==> src/rtl/spawn_scheduler_pkg.sv <==
// spawn_scheduler_pkg: scheduler states, default wave constants and counter width
package spawn_scheduler_pkg;
  localparam int CNT_W = 8;
  localparam int DEF_LEVEL_W = 4;
  localparam int DEF_COUNT_W = 4;
  localparam int DEF_MAX_OBJECTS = 8;
  localparam int DEF_BASE_INTERVAL = 50;
  localparam int DEF_INTERVAL_STEP = 4;
  localparam int DEF_MIN_INTERVAL = 10;
  localparam int DEF_BASE_QUOTA = 6;
  localparam int DEF_QUOTA_STEP = 2;
  localparam int DEF_BURST_LEVEL = 4;
  typedef enum logic [2:0] {IDLE, WAIT, CHECK, REQ, DONE} SchedState;
endpackage

==> src/rtl/spawn_scheduler_if.sv <==
// spawn_scheduler_if: control-FSM / event-core signals around the spawn scheduler
interface spawn_scheduler_if import spawn_scheduler_pkg::*; #(
  parameter int LEVEL_W = DEF_LEVEL_W,
  parameter int COUNT_W = DEF_COUNT_W
);
  logic tick;
  logic en;
  logic level_start;
  logic [LEVEL_W-1:0] cur_level;
  logic [COUNT_W-1:0] object_count;
  logic spawn_ack;
  logic spawn_req;
  logic [CNT_W-1:0] spawn_index;
  logic [CNT_W-1:0] quota_remaining;
  logic wave_done;
  logic busy;
  modport master (
    output tick, en, level_start, cur_level, object_count, spawn_ack,
    input spawn_req, spawn_index, quota_remaining, wave_done, busy
  );
  modport slave (
    input tick, en, level_start, cur_level, object_count, spawn_ack,
    output spawn_req, spawn_index, quota_remaining, wave_done, busy
  );
endinterface

==> src/rtl/spawn_scheduler_profile.sv <==
// spawn_profile: level -> spawn interval (signed, floored) and quota (saturated)
module spawn_profile import spawn_scheduler_pkg::*; #(
  parameter int LEVEL_W = DEF_LEVEL_W,
  parameter int BASE_INTERVAL = DEF_BASE_INTERVAL,
  parameter int INTERVAL_STEP = DEF_INTERVAL_STEP,
  parameter int MIN_INTERVAL = DEF_MIN_INTERVAL,
  parameter int BASE_QUOTA = DEF_BASE_QUOTA,
  parameter int QUOTA_STEP = DEF_QUOTA_STEP
) (
  input  logic [LEVEL_W-1:0] i_level,
  output logic [CNT_W-1:0]   o_interval,
  output logic [CNT_W-1:0]   o_quota
);
  logic signed [9:0] w_interval;
  logic [8:0] w_quota;
  always_comb begin
    w_interval = 10'(BASE_INTERVAL) - 10'(INTERVAL_STEP) * 10'(i_level);
    w_quota = 9'(BASE_QUOTA) + 9'(QUOTA_STEP) * 9'(i_level);
    o_interval = w_interval < $signed(10'(MIN_INTERVAL)) ? 8'(MIN_INTERVAL) : w_interval[7:0];
    o_quota = w_quota[8] ? 8'hFF : w_quota[7:0];
  end
endmodule

==> src/rtl/spawn_scheduler.sv <==
// spawn_scheduler: paces one wave of alien spawns into the event core via req/ack.
// Build option SPAWN_BURST_EN: from BURST_LEVEL up, spawns come in pairs one tick apart.
module spawn_scheduler import spawn_scheduler_pkg::*; #(
  parameter int LEVEL_W = DEF_LEVEL_W,
  parameter int COUNT_W = DEF_COUNT_W,
  parameter int MAX_OBJECTS = DEF_MAX_OBJECTS,
  parameter int BASE_INTERVAL = DEF_BASE_INTERVAL,
  parameter int INTERVAL_STEP = DEF_INTERVAL_STEP,
  parameter int MIN_INTERVAL = DEF_MIN_INTERVAL,
  parameter int BASE_QUOTA = DEF_BASE_QUOTA,
  parameter int QUOTA_STEP = DEF_QUOTA_STEP
`ifdef SPAWN_BURST_EN
  , parameter int BURST_LEVEL = DEF_BURST_LEVEL
`endif
) (
  input logic clk_main,
  input logic rst,
  spawn_scheduler_if.slave bus
);
  SchedState r_state, w_state_n;
  logic [CNT_W-1:0] r_cd, w_cd_n, r_quota, w_quota_n, r_index, w_index_n;
  logic [CNT_W-1:0] r_interval, w_interval, w_quota, w_reload;
  logic r_req, r_full;
  spawn_profile #(
    .LEVEL_W(LEVEL_W), .BASE_INTERVAL(BASE_INTERVAL), .INTERVAL_STEP(INTERVAL_STEP),
    .MIN_INTERVAL(MIN_INTERVAL), .BASE_QUOTA(BASE_QUOTA), .QUOTA_STEP(QUOTA_STEP)
  ) u_profile (
    .i_level(bus.cur_level),
    .o_interval(w_interval),
    .o_quota(w_quota)
  );
`ifdef SPAWN_BURST_EN
  logic r_burst;
  always_ff @(posedge clk_main or posedge rst)
    if (rst) r_burst <= 1'b0;
    else if (bus.level_start) r_burst <= bus.cur_level >= LEVEL_W'(BURST_LEVEL);
  // an even index before the ack means the spawn being completed is the first of a pair
  assign w_reload = r_burst && !r_index[0] ? 8'd1 : r_interval;
`else
  assign w_reload = r_interval;
`endif
  always_ff @(posedge clk_main or posedge rst)
    if (rst) begin
      r_state <= IDLE;
      r_cd <= '0;
      r_quota <= '0;
      r_index <= '0;
      r_interval <= '0;
      r_req <= 1'b0;
      r_full <= 1'b0;
    end else begin
      r_state <= w_state_n;
      r_cd <= w_cd_n;
      r_quota <= w_quota_n;
      r_index <= w_index_n;
      r_interval <= bus.level_start ? w_interval : r_interval;
      r_req <= w_state_n == REQ && bus.en;
      r_full <= bus.object_count >= COUNT_W'(MAX_OBJECTS);
    end
  always_comb begin
    w_state_n = r_state;
    w_cd_n = r_cd;
    w_quota_n = r_quota;
    w_index_n = r_index;
    if (bus.level_start) begin
      w_state_n = w_quota == '0 ? DONE : WAIT;
      w_cd_n = w_interval;
      w_quota_n = w_quota;
      w_index_n = '0;
    end else if (bus.en)
      case (r_state)
        WAIT: begin
          w_state_n = r_cd == '0 ? CHECK : WAIT;
          w_cd_n = bus.tick && r_cd != '0 ? r_cd - 1'b1 : r_cd;
        end
        CHECK: w_state_n = r_full ? CHECK : REQ;
        REQ: if (bus.spawn_ack) begin
          w_quota_n = r_quota - 1'b1;
          w_index_n = r_index + 1'b1;
          w_state_n = r_quota == 8'd1 ? DONE : WAIT;
          w_cd_n = w_reload;
        end
        default: ;
      endcase
  end
  assign bus.spawn_req = r_req;
  assign bus.spawn_index = r_index;
  assign bus.quota_remaining = r_quota;
  assign bus.wave_done = r_state == DONE;
  assign bus.busy = r_state != IDLE && r_state != DONE;
endmodule

==> src/flat_wrapper.sv <==
// flat-port wrapper written by rule: the top's interface ports become plain ports
module spawn_scheduler_flat import spawn_scheduler_pkg::*;
#(
  parameter int LEVEL_W = DEF_LEVEL_W,
  parameter int COUNT_W = DEF_COUNT_W,
  parameter int MAX_OBJECTS = DEF_MAX_OBJECTS,
  parameter int BASE_INTERVAL = DEF_BASE_INTERVAL,
  parameter int INTERVAL_STEP = DEF_INTERVAL_STEP,
  parameter int MIN_INTERVAL = DEF_MIN_INTERVAL,
  parameter int BASE_QUOTA = DEF_BASE_QUOTA,
  parameter int QUOTA_STEP = DEF_QUOTA_STEP

)
  (clk_main, rst, bus_tick, bus_en, bus_level_start, bus_cur_level, bus_object_count, bus_spawn_ack, bus_spawn_req, bus_spawn_index, bus_quota_remaining, bus_wave_done, bus_busy);
  spawn_scheduler_if #(.LEVEL_W(LEVEL_W), .COUNT_W(COUNT_W)) bus_i ();
  input logic clk_main;
  input logic rst;
  input wire logic [$bits(bus_i.tick)-1:0] bus_tick;
  input wire logic [$bits(bus_i.en)-1:0] bus_en;
  input wire logic [$bits(bus_i.level_start)-1:0] bus_level_start;
  input wire logic [$bits(bus_i.cur_level)-1:0] bus_cur_level;
  input wire logic [$bits(bus_i.object_count)-1:0] bus_object_count;
  input wire logic [$bits(bus_i.spawn_ack)-1:0] bus_spawn_ack;
  output wire logic [$bits(bus_i.spawn_req)-1:0] bus_spawn_req;
  output wire logic [$bits(bus_i.spawn_index)-1:0] bus_spawn_index;
  output wire logic [$bits(bus_i.quota_remaining)-1:0] bus_quota_remaining;
  output wire logic [$bits(bus_i.wave_done)-1:0] bus_wave_done;
  output wire logic [$bits(bus_i.busy)-1:0] bus_busy;
  assign bus_i.tick = bus_tick;
  assign bus_i.en = bus_en;
  assign bus_i.level_start = bus_level_start;
  assign bus_i.cur_level = bus_cur_level;
  assign bus_i.object_count = bus_object_count;
  assign bus_i.spawn_ack = bus_spawn_ack;
  assign bus_spawn_req = bus_i.spawn_req;
  assign bus_spawn_index = bus_i.spawn_index;
  assign bus_quota_remaining = bus_i.quota_remaining;
  assign bus_wave_done = bus_i.wave_done;
  assign bus_busy = bus_i.busy;
  spawn_scheduler #(.LEVEL_W(LEVEL_W), .COUNT_W(COUNT_W), .MAX_OBJECTS(MAX_OBJECTS), .BASE_INTERVAL(BASE_INTERVAL), .INTERVAL_STEP(INTERVAL_STEP), .MIN_INTERVAL(MIN_INTERVAL), .BASE_QUOTA(BASE_QUOTA), .QUOTA_STEP(QUOTA_STEP)) u_core (.clk_main(clk_main), .rst(rst), .bus(bus_i));
endmodule
==> config.mk <==
export PLATFORM = sky130hd
export DESIGN_NAME = spawn_scheduler_flat
export DESIGN_NICKNAME = d
export VERILOG_FILES = /design/src/rtl/spawn_scheduler_pkg.sv /design/src/rtl/spawn_scheduler_if.sv /design/src/rtl/spawn_scheduler_profile.sv /design/src/rtl/spawn_scheduler.sv /design/src/flat_wrapper.sv
export SDC_FILE = /design/constraint.sdc
export NUM_CORES = 1
export LEC_CHECK = 0
export BUFFER_PORTS_ARGS = -buffer_cell sky130_fd_sc_hd__clkbuf_2
export CAP_MARGIN = 20
export CELL_PAD_IN_SITES_DETAIL_PLACEMENT = 2
export CELL_PAD_IN_SITES_GLOBAL_PLACEMENT = 2
export CORE_MARGIN = 10
export CORE_UTILIZATION = 38
export CTS_BUF_LIST = sky130_fd_sc_hd__clkbuf_8 sky130_fd_sc_hd__clkbuf_16
export DETAILED_ROUTE_END_ITERATION = 12
export PLACE_DENSITY = 0.88
export SLEW_MARGIN = 20
export SYNTH_ARGS = -nofsm -noshare
export SYNTH_HDL_FRONTEND = slang
export SYNTH_SLANG_ARGS = --single-unit
==> constraint.sdc <==
create_clock -name clk_main -period 4.15 [get_ports clk_main]
set_input_delay 0.6225 -clock clk_main [delete_from_list [all_inputs] [get_ports clk_main]]
set_output_delay 0.6225 -clock clk_main [all_outputs]
set_load 0.02 [all_outputs]
# == Word-level counts from Yosys, hierarchy flattened ==
# Index checks and enable logic that the tools add are counted.
# totals
register_bits,37
output_inout_bits,19
# op_classes
n_addsub,5
order_cmp,2
n_eq_ne,9
mux,23
n_reduce_logical,13
# op_table
op,count
$mux W8,14
$logic_not A8 Y1,2
$pmux W8 S2,1
$sub A8 B1 Y8 const B,2
$mux W3,5
$eq A3 B2 Y1 const B,3
$pmux W3 S3,1
$add A8 B1 Y8 const B,1
$eq A8 B1 Y1 const B,1
$reduce_bool A8 Y1,1
$lt A7 B5 Y1 const B,1
$sub A6 B6 Y7 const A,1
$add A3 B5 Y6 const A,1
$ne A3 B3 Y1 const B,2
$reduce_bool A2 Y1,3
$reduce_bool A3 Y1,2
$ge A4 B4 Y1 const B,1
$reduce_and A4 Y1,1
$eq A3 B1 Y1 const B,1
$eq A3 B3 Y1 const B,1
$logic_and A1 B1 Y1,3
$ne A3 B2 Y1 const B,1
$reduce_and A3 Y1,1
$mux W2,1
$mux W1,1

# == Logic depth before layout (Yosys ltp) ==
# Gate-level depths: netlist of the first run.
# depth
depth_word,8
ltp_mapped,11

# == Hierarchy ==
# Synthesis of the first run repeated with hierarchy kept, for this count alone.
# unflattened
cells_unflattened,251
area_unflattened_um2,2225.9
# by_module_without_submodules
module,n_inst,cells_each,area_each_um2,seq_area_each_um2
spawn_scheduler,1,222,2024.4,925.9
spawn_profile,1,29,201.4,0.0

# == Worst setup path before layout of the first run ==
# No wires, ideal clock.
# synth_timing
kind,input-to-reg
startpoint,input port bus_cur_level[1]
endpoint,register u_core.r_cd[4]
setup_time_ns,0.065
t_arrival_ns,2.177
setup_slack_ns,1.908
cell_stages,11
path_buffers,1
cell_sequence,inv_1 ha_1 clkbuf_1 nor3_1 a31oi_1 nor2_1 ha_1 nor2b_1 nand2_1 a41oi_1 o22a_1
# synth_via
elab_chain_cells,4
# synth_rtl
element,line,source
start: declaration,flat_wrapper.sv:21,input wire logic [$bits(bus_i.cur_level)-1:0] bus_cur_level;
$sub A6 B6 Y7 *,spawn_scheduler_profile.sv:17,w_interval = 10'(BASE_INTERVAL) - 10'(INTERVAL_STEP) * 10'(i_level);
$lt A7 B5 Y1,spawn_scheduler_profile.sv:19,o_interval = w_interval < $signed(10'(MIN_INTERVAL)) ? 8'(MIN_INTERVAL) : w_interval[7:0];
$mux W8 *,spawn_scheduler_profile.sv:19,
$mux W8 *,spawn_scheduler.sv:65,if (bus.level_start) begin
end signal: assignment,spawn_scheduler.sv:53,r_cd <= w_cd_n;
end: declaration,spawn_scheduler.sv:21,"logic [CNT_W-1:0] r_cd, w_cd_n, r_quota, w_quota_n, r_index, w_index_n;"
# Mark *: on every way between the ends. The rest lies on a longest branch, timed or not.
# A chain may end at the register's enable or synchronous reset.

# == Worst setup path in the final report of the first run ==
# layout_timing
startpoint,input port bus_cur_level[0]
endpoint,register u_core.r_cd[4]
# The elaborated chain is that of the path after synthesis.

==> results of run 1 <==
## routing by layer
metal,vias up,wire (um),GRT usage
li1,939,-,-
met1,1008,2980,0.173
met2,27,3310,0.238
met3,7,235,0.0284
met4,0,60,0.0349
met5,-,0,0
## registers in the layout, summed over array words and instances, names as in the netlist
name	cells
u_core.r_state	3
u_core.r_interval	6
u_core.bus.quota_remaining	8
u_core.r_full	1
u_core.bus.spawn_req	1
u_core.r_cd	8
u_core.bus.spawn_index	8
## power groups by stage
stage	clock, uW	sequential [uW]	combinational (uW)
global placement	0	403	141
finish	247	399	149
CTS	253	398	151
global route	270	403	167
floorplan	0	403	99.9
detailed placement	0	405	149
## worst max-delay path: cells and delay by family
family | cells | cell delay (ps)
AND/OR/NAND/NOR | 3 | 690
AO/OA/AOI/OAI | 2 | 380
adder cells (fa/ha/maj) | 2 | 590
buffers and inverters | 2 | 240
## kinds of logic (layout without fill, tap and decap cells)
| logic type | count (synthesis) | after routing |
|---|---|---|
| AOI/OAI and AO/OA | 64 | 64 |
| muxes | 6 | 6 |
| buffers and inverters | 29 | 55 |
| DFF | 35 | 35 |
| and+or+nand+nor | 89 | 89 |
| adders and majority gates | 7 | 7 |
| xor gates and xnor gates | 11 | 11 |
## stage by stage
stage	instances	instance area (um2)	utilization	total power, uW	hold slack [ps]
floorplan	241	2230	-	503	440
global placement	331	2410	0.429	544	454
detailed placement	331	2410	0.429	554	466
CTS	339	2490	0.444	803	432
global route	339	2490	0.444	839	423
finish	339	2490	0.444	794	416
## cells in the final DEF, fill, tap and decap left out, drive strengths merged, types with 2 or more instances in the layout
cell type and instances:
and3b 3, o2111ai 2, clkbuf 34, a211oi 5, nor3 7, nor2b 4, nand2b 2, or2 2
nor4 5, xnor2 7, inv 17, a21oi 17, nor3b 4, o21ai 14, or4 3, ha 7
buf 2, o31ai 4, nor2 13, a31oi 2, nand3b 3, mux2 3, o21a 3, o31a 3
nand3 11, dfrtp 35, nand2 16, or3 2, xor2 4, mux2i 3, nand4 5, and2 3
o211ai 3
## how the worst max path moves through the flow
stage                     startpoint             end  slack (ps)  cells after the start
global placement    bus_cur_level[0]  u_core.r_cd[4]        1650                      9
floorplan           bus_cur_level[1]  u_core.r_cd[4]        1910                     11
global route        bus_cur_level[0]  u_core.r_cd[4]        1660                      9
CTS                 bus_cur_level[0]  u_core.r_cd[4]        1840                     11
detailed placement  bus_cur_level[0]  u_core.r_cd[4]        1530                     11
finish              bus_cur_level[0]  u_core.r_cd[4]        1860                      9
## layout make-up
class	instances	area (um2)
Fill cell	640	3120
Sequential cell	35	876
Timing Repair Buffer	31	160
Clock buffer	5	68.8
Clock inverter	3	16.3
Inverter	16	60.1
Multi-Input combinational cell	177	1220
Tap cell	72	90.1
==> results.txt, run 1 <==
For this run, the register share of the synthesized area comes to 0.392. The number of clock buffers added by TritonCTS is 5. The share of total power dissipated in combinational logic is 0.187.

The average wire per cell in the routed design is 19.4 um. The sequential share of power came out at 0.502. The die footprint is 9350 um2. The distinct cell type count after synthesis came out at 62. The number of antenna violations at the first check in global routing came out at 0. Along the worst path, the maximum fanout reaches 8. The worst register-to-register path ends at u_core.bus.spawn_req.

The worst setup path is launched from a primary input. The clock network power share is 0.311. The overall global routing resource usage is 0.139. The initial detailed-routing violation count is 55.

The number of antenna diodes is 0. The final number of setup-violating endpoints is 0. The number of buffers on the longest clock path came out at 2. In the routed layout, each cell is associated on average with a via count of 5.84.

For this run, the leading register cell type out of synthesis is sky130_fd_sc_hd__dfrtp_1. Yosys printed 0 warnings. The min-delay analysis places its worst path in the category primary input to asynchronous set/reset pin. The routability-driven placement congestion ratio is 0.827. The post-route clock period utilization came out at 0.552. The final worst slack is 1860 ps.

The tightest slew margin relative to the limit came out at 0.521. Across all layers, the routed design uses 1981 vias. The number of global-route vias before repair came out at 2174.

The count of TritonRoute iterations in the first routing pass is 4. Of the total power, the share spent switching nets is 0.322. The simple-gate area share of the yosys netlist came out at 0.241. The final max-slew violation count came out at 0.

The commonest cells after synthesis are sky130_fd_sc_hd__dfrtp_1 (35), sky130_fd_sc_hd__inv_1 (16), sky130_fd_sc_hd__a21oi_1 (15), sky130_fd_sc_hd__nand2_1 (15), sky130_fd_sc_hd__o21ai_0 (14). Setup repair after global routing left no endpoint under its margin. The count of nets left with antenna violations once routing finished came out at 0.

In the final layout, the share of cells above drive strength 1 is 0.210. The placed wire-length estimate after detailed placement is 4920 um. The number of failing hold endpoints at the final stage came out at 0. The count of buffers added on input and output ports is 29. Hold repair after CTS inserted 0 buffers.

The number of setup buffers added after CTS is 0. Pin placement for this block handled 33 I/O pins. The cell area that synthesis handed to floorplanning was 2230 um2. Ranked by total cell area, the synthesized netlist is headed by sky130_fd_sc_hd__dfrtp_1 (39%), sky130_fd_sc_hd__ha_1 (3.9%), sky130_fd_sc_hd__a21oi_1 (3.4%). Of the total synthesized cell area, the portion taken by full adders, half adders and majority gates is 0.0392.

The reported max-cap violation count came out at 0. The arrival time of the worst setup path is 2520 ps. TritonCTS built the clock tree. The multiplexer share of the synthesized area is 0.0302.

After floorplanning, the core was divided into 27 placement rows. The fraction of registers with async set or reset after synthesis came out at 1.00. The pre-CTS setup slack came out at 1530 ps. The largest voltage drop on the vdd net came out at 0.122 mV.

For the pin with the worst max-slew slack, the measured transition is 717 ps. The master of the slowest instance on the critical path is sky130_fd_sc_hd__nor3b_1. The clock root buffer is sky130_fd_sc_hd__clkbuf_8. The setup TNS is 0 ps.

The core box area is 5610 um2. The top cell type's share of synthesized area is 0.392. The width of the die is 96.7 um. After detailed routing, the total wire length is 6590 um. After the last flow step, the layout net total stands at 287. Clock skew on the completed layout was measured at 15.7 ps. The source of the worst register-to-register timing path is u_core.r_cd[0]. Synthesis produced a netlist whose cell count is 241. The number of flops mapped to enable cells by yosys is 0. The power spent charging and discharging nets is 256 uW.

The effective utilization at floorplan is 0.398. The category of the most critical setup path is primary input to flip-flop. Walking the worst path, the cells encountered are clkbuf_2 -> inv_1 -> ha_1 -> nor3b_1 -> ha_1 -> nor2b_1 -> nand2_1 -> a41oi_1 -> o22a_1.

Counting stages on the worst path, the most repeated cell is sky130_fd_sc_hd__ha_1. The post-synthesis average cell area came out at 9.27 um2. For this design the static power due to leakage is 0.00105 uW. The total overflow reported by the global router is 0. Counting every sink on the clock net gives 35. The area growth from synthesis to layout is 11.5%. The net count after synthesis is 262. The most frequently used cell type in the post-synthesis netlist is sky130_fd_sc_hd__dfrtp_1.

Synthesis inferred 35 register bits. The setup slack of the most critical reg-to-reg path came out at 1990 ps. The level count of the clock H-tree came out at 2. The largest net degree at the start of global routing is 32. In this run, post-CTS repair resized a total of 0 instances. The cell type with the highest aggregate area in the netlist is sky130_fd_sc_hd__dfrtp_1. The wire length of the first global-routing pass came out at 11200 um. The vertical die dimension came out at 96.7 um. By area, the combinational part of the netlist is dominated by simple AND/OR/NAND/NOR gates.

Of the total synthesized cell area, the portion taken by XOR and XNOR cells is 0.0431. The power per unit of standard cell area is 319 nW/um2. The routed design could run at a clock period as short as 2290 ps. STA classifies the critical path endpoint as a flip-flop. The run finished with clean final reports.

The top achievable clock speed is 437 MHz. Clock latency on the worst-skew pair, taken at its later pin, is 290 ps. The clock slew at the register clock pins of the worst setup and hold paths is 80 ps. Internal power comes to 538 uW. The compound-gate portion of the synthesized area is 0.193. The number of cells on the worst reg-to-reg path came out at 6. The number of design rule violations left after detail routing is 0. On the worst path, the slowest cell contributes a delay of 320 ps. The critical path required time is 4390 ps.
(Power assumes the default switching activity.)
==> run 2: changes to the inputs <==
--- a/config.mk
+++ b/config.mk
@@ -10,10 +10,10 @@
 export CELL_PAD_IN_SITES_DETAIL_PLACEMENT = 2
 export CELL_PAD_IN_SITES_GLOBAL_PLACEMENT = 2
 export CORE_MARGIN = 10
-export CORE_UTILIZATION = 38
+export CORE_UTILIZATION = 35
 export CTS_BUF_LIST = sky130_fd_sc_hd__clkbuf_8 sky130_fd_sc_hd__clkbuf_16
 export DETAILED_ROUTE_END_ITERATION = 12
-export PLACE_DENSITY = 0.88
+export PLACE_DENSITY = 0.82
 export SLEW_MARGIN = 20
 export SYNTH_ARGS = -nofsm -noshare
 export SYNTH_HDL_FRONTEND = slang
==> constraint.sdc (replaced) <==
create_clock -name clk_main -period 2.17 [get_ports clk_main]
set_input_delay 0.3255 -clock clk_main [delete_from_list [all_inputs] [get_ports clk_main]]
set_output_delay 0.3255 -clock clk_main [all_outputs]
set_load 0.02 [all_outputs]
==> run 2 against run 1 <==
Final area rose by 5.8%. Register-to-register slack got worse by 1700 ps. Critical endpoint is now u_core.bus.spawn_index[5]. Combinational power rose by 99%. Highest routed layer unchanged. Hold slack got worse by 300 ps. Critical path depth fell by 5. Largest power group unchanged. Clock-buffer cell count did not move.
==> results.txt, run 2 (synthesis results as in run 1) <==
The flow ran to the end, and the final reports show no timing, DRC or antenna violations. The effective utilization at floorplan came out at 0.356 (-0.0425). The largest net degree at the start of global routing is 36 (+13%). The overall global routing resource usage is 0.141 (+0.00129). The number of buffers on the longest clock path came out at 2 (unchanged). The post-cts gate resize count was 0 (unchanged).

The setup slack of the most critical reg-to-reg path came to 280 ps (-1710 ps). The clock root buffer is sky130_fd_sc_hd__clkbuf_8. The leakage power came out at 0.00113 uW (+8.1%). The number of design rule violations left after detail routing came out at 0 (unchanged). The routability-driven placement congestion ratio came out at 0.807 (-2.4%). The worst path in the final design needs a cycle of 1890 ps, including I/O delays and setup. The initial detailed-routing violation count is 41 (-25%). The number of hold buffers added after cts is 0 (unchanged).

The top achievable clock speed is 529 MHz. The worst-margin pin slew came to 542 ps (-175 ps). The critical path required time was 2400 ps (-1990 ps). The level count of the clock H-tree came out at 2 (unchanged). The area growth from synthesis to layout came out at 17.9%. In the layout the commonest cells are sky130_fd_sc_hd__dfrtp_1 (35), sky130_fd_sc_hd__clkbuf_2 (29), sky130_fd_sc_hd__inv_1 (17), sky130_fd_sc_hd__a21oi_1 (15), sky130_fd_sc_hd__nand2_1 (15).

The count of TritonRoute iterations in the first routing pass came out at 4 (unchanged). The final number of setup-violating endpoints came out at 0 (unchanged). The placed wire-length estimate after detailed placement was 5150 um (+4.6%). The most common cell after layout, fill and taps aside is sky130_fd_sc_hd__dfrtp_1. The source of the worst register-to-register timing path is u_core.r_state[1].

The count of buffers from port buffering was 29 (unchanged). The number of routed nets with antenna violations is 0 (unchanged). The width of the die came out at 99.9 um (+3.3%). The arrival time of the worst setup path is 2110 ps (-410 ps).

The power per unit of standard cell area came to 676 nW/um2 (+110%). The critical path starts at u_core.r_state[1]. The critical register-to-register path endpoint is u_core.bus.spawn_index[5]. The number of clock sinks seen by CTS is 35 (unchanged). The net total in the final layout came out at 299 (+4.2%).

The worst setup path is captured at a flip-flop. The worst setup path endpoint is u_core.bus.spawn_index[5]. The wire length of the first global-routing pass is 11500 um (+2.9%). The number of global-route vias before repair came out at 2194 (+0.92%).

In the finished design, the share of the clock period the worst path needs comes to 0.870. The placed cell count is 348 (+5.1%). The clock slew at the register clock pins of the worst setup and hold paths is 80 ps (about the same). The core box area came to 6280 um2 (+12%). The tightest slew margin relative to the limit came to 0.635 (+0.114). The average via count per standard cell is 5.70 (-2.5%).

The number of antenna violations at the first check in global routing was 0 (unchanged). The post-route non-filler standard cell count came out at 356 (+5.0%). The setup TNS is 0 ps (unchanged). STA classifies the critical path startpoint as a flip-flop. The reported max-cap violation count came out at 0 (unchanged). The die footprint is 9980 um2 (+6.8%). Setup repair after global routing left no endpoint under its margin. The worst setup path is of the flip-flop to flip-flop kind.

The vertical die dimension was 99.9 um (+3.3%). The number of top-level pins is 33 (unchanged). The power consumption came out at 1780 uW (+120%).

The number of clock buffers inserted by TritonCTS came out at 5 (unchanged). The worst clock skew is 14.6 ps (-1.16 ps). The total number of vias is 2029 (+2.4%).

The average wire per cell in the routed design is 19.1 um (-2.0%). The largest voltage drop on the vdd net is 0.390 mV (+220%). The worst-skew pair later-pin latency is 300 ps (about the same).

The number of failing hold endpoints at the final stage is 0 (unchanged). The number of buffers inserted by post-CTS setup repair came to 0 (unchanged). The total overflow reported by the global router is 0 (unchanged). The CTS tree is done.

The number of cells on the worst reg-to-reg path is 4 (-2). The final max-slew violation count was 0 (unchanged). The number of antenna diodes was 0 (unchanged). The wire length after detailed routing is 6780 um (+3.0%). The site row count is 29 (+7.4%). The fraction of final layout cells with drive strength greater than 1 is 0.244 (+0.0340). The highest net fanout along the worst path is 8 (unchanged). In this run the worst hold path is classified as primary input to asynchronous set/reset pin.
## run 2: changes by cell type in the layout (fill, tap and decap cells not counted)
| cell | before | now |
|---|---|---|
| sky130_fd_sc_hd__buf_4 | 2 | 14 |
| sky130_fd_sc_hd__bufinv_16 | 0 | 2 |
| sky130_fd_sc_hd__clkinv_2 | 1 | 0 |
| sky130_fd_sc_hd__clkinvlp_4 | 1 | 0 |
## run 2: how the worst min path moves through the flow
stage	startpoint	end	slack, ps
finish	rst	u_core.r_state[0]	110
global route	bus_object_count[3]	u_core.r_full	130
CTS	rst	u_core.r_state[0]	130
detailed placement	rst	u_core.r_cd[0]	450
global placement	bus_object_count[3]	u_core.r_full	440
floorplan	bus_cur_level[0]	u_core.bus.quota_remaining[1]	420
## run 2: report_power, final
| group | internal (uW) | switching (uW) |
|---|---|---|
| combinational | 122 | 174 |
| clock | 455 | 267 |
| sequential | 698 | 64.1 |
| total | 1280 | 505 |
## run 2: layer usage
| layer | track usage | share of wire | vias up |
|---|---|---|---|
| met5 | 0 | 0 | - |
| met4 | 0.0551 | 0.019 | 0 |
| met3 | 0.0247 | 0.036 | 11 |
| met2 | 0.237 | 0.49 | 42 |
| met1 | 0.173 | 0.45 | 1026 |
| li1 | - | - | 950 |
## run 2: layout make-up
type / instances / area (um2)
clock buffers: 5 / 68.8
clock inverters: 3 / 63.8
fillers: 711 / 3640
inverters: 16 / 60.1
multi-input cells: 177 / 1220
flip-flops and latches: 35 / 876
well taps: 77 / 96.3
repair buffers: 43 / 250
## run 2: worst max-delay path, stage by stage, from the launching register on
cell	delay (ps)
sky130_fd_sc_hd__dfrtp_1	530
sky130_fd_sc_hd__and3b_1	440
sky130_fd_sc_hd__a21oi_2	150
sky130_fd_sc_hd__or4_1	520
sky130_fd_sc_hd__a21oi_1	170
## run 2: stage by stage
stage	hold slack (ps)	worst slack (ps)	utilization	area, um2
final	114	281	0.420	2640
after global routing	129	88.8	0.420	2640
after CTS	129	272	0.420	2640
after detailed placement	447	30.2	0.399	2500
after global placement	438	134	0.399	2500
after floorplan	415	225	-	2230
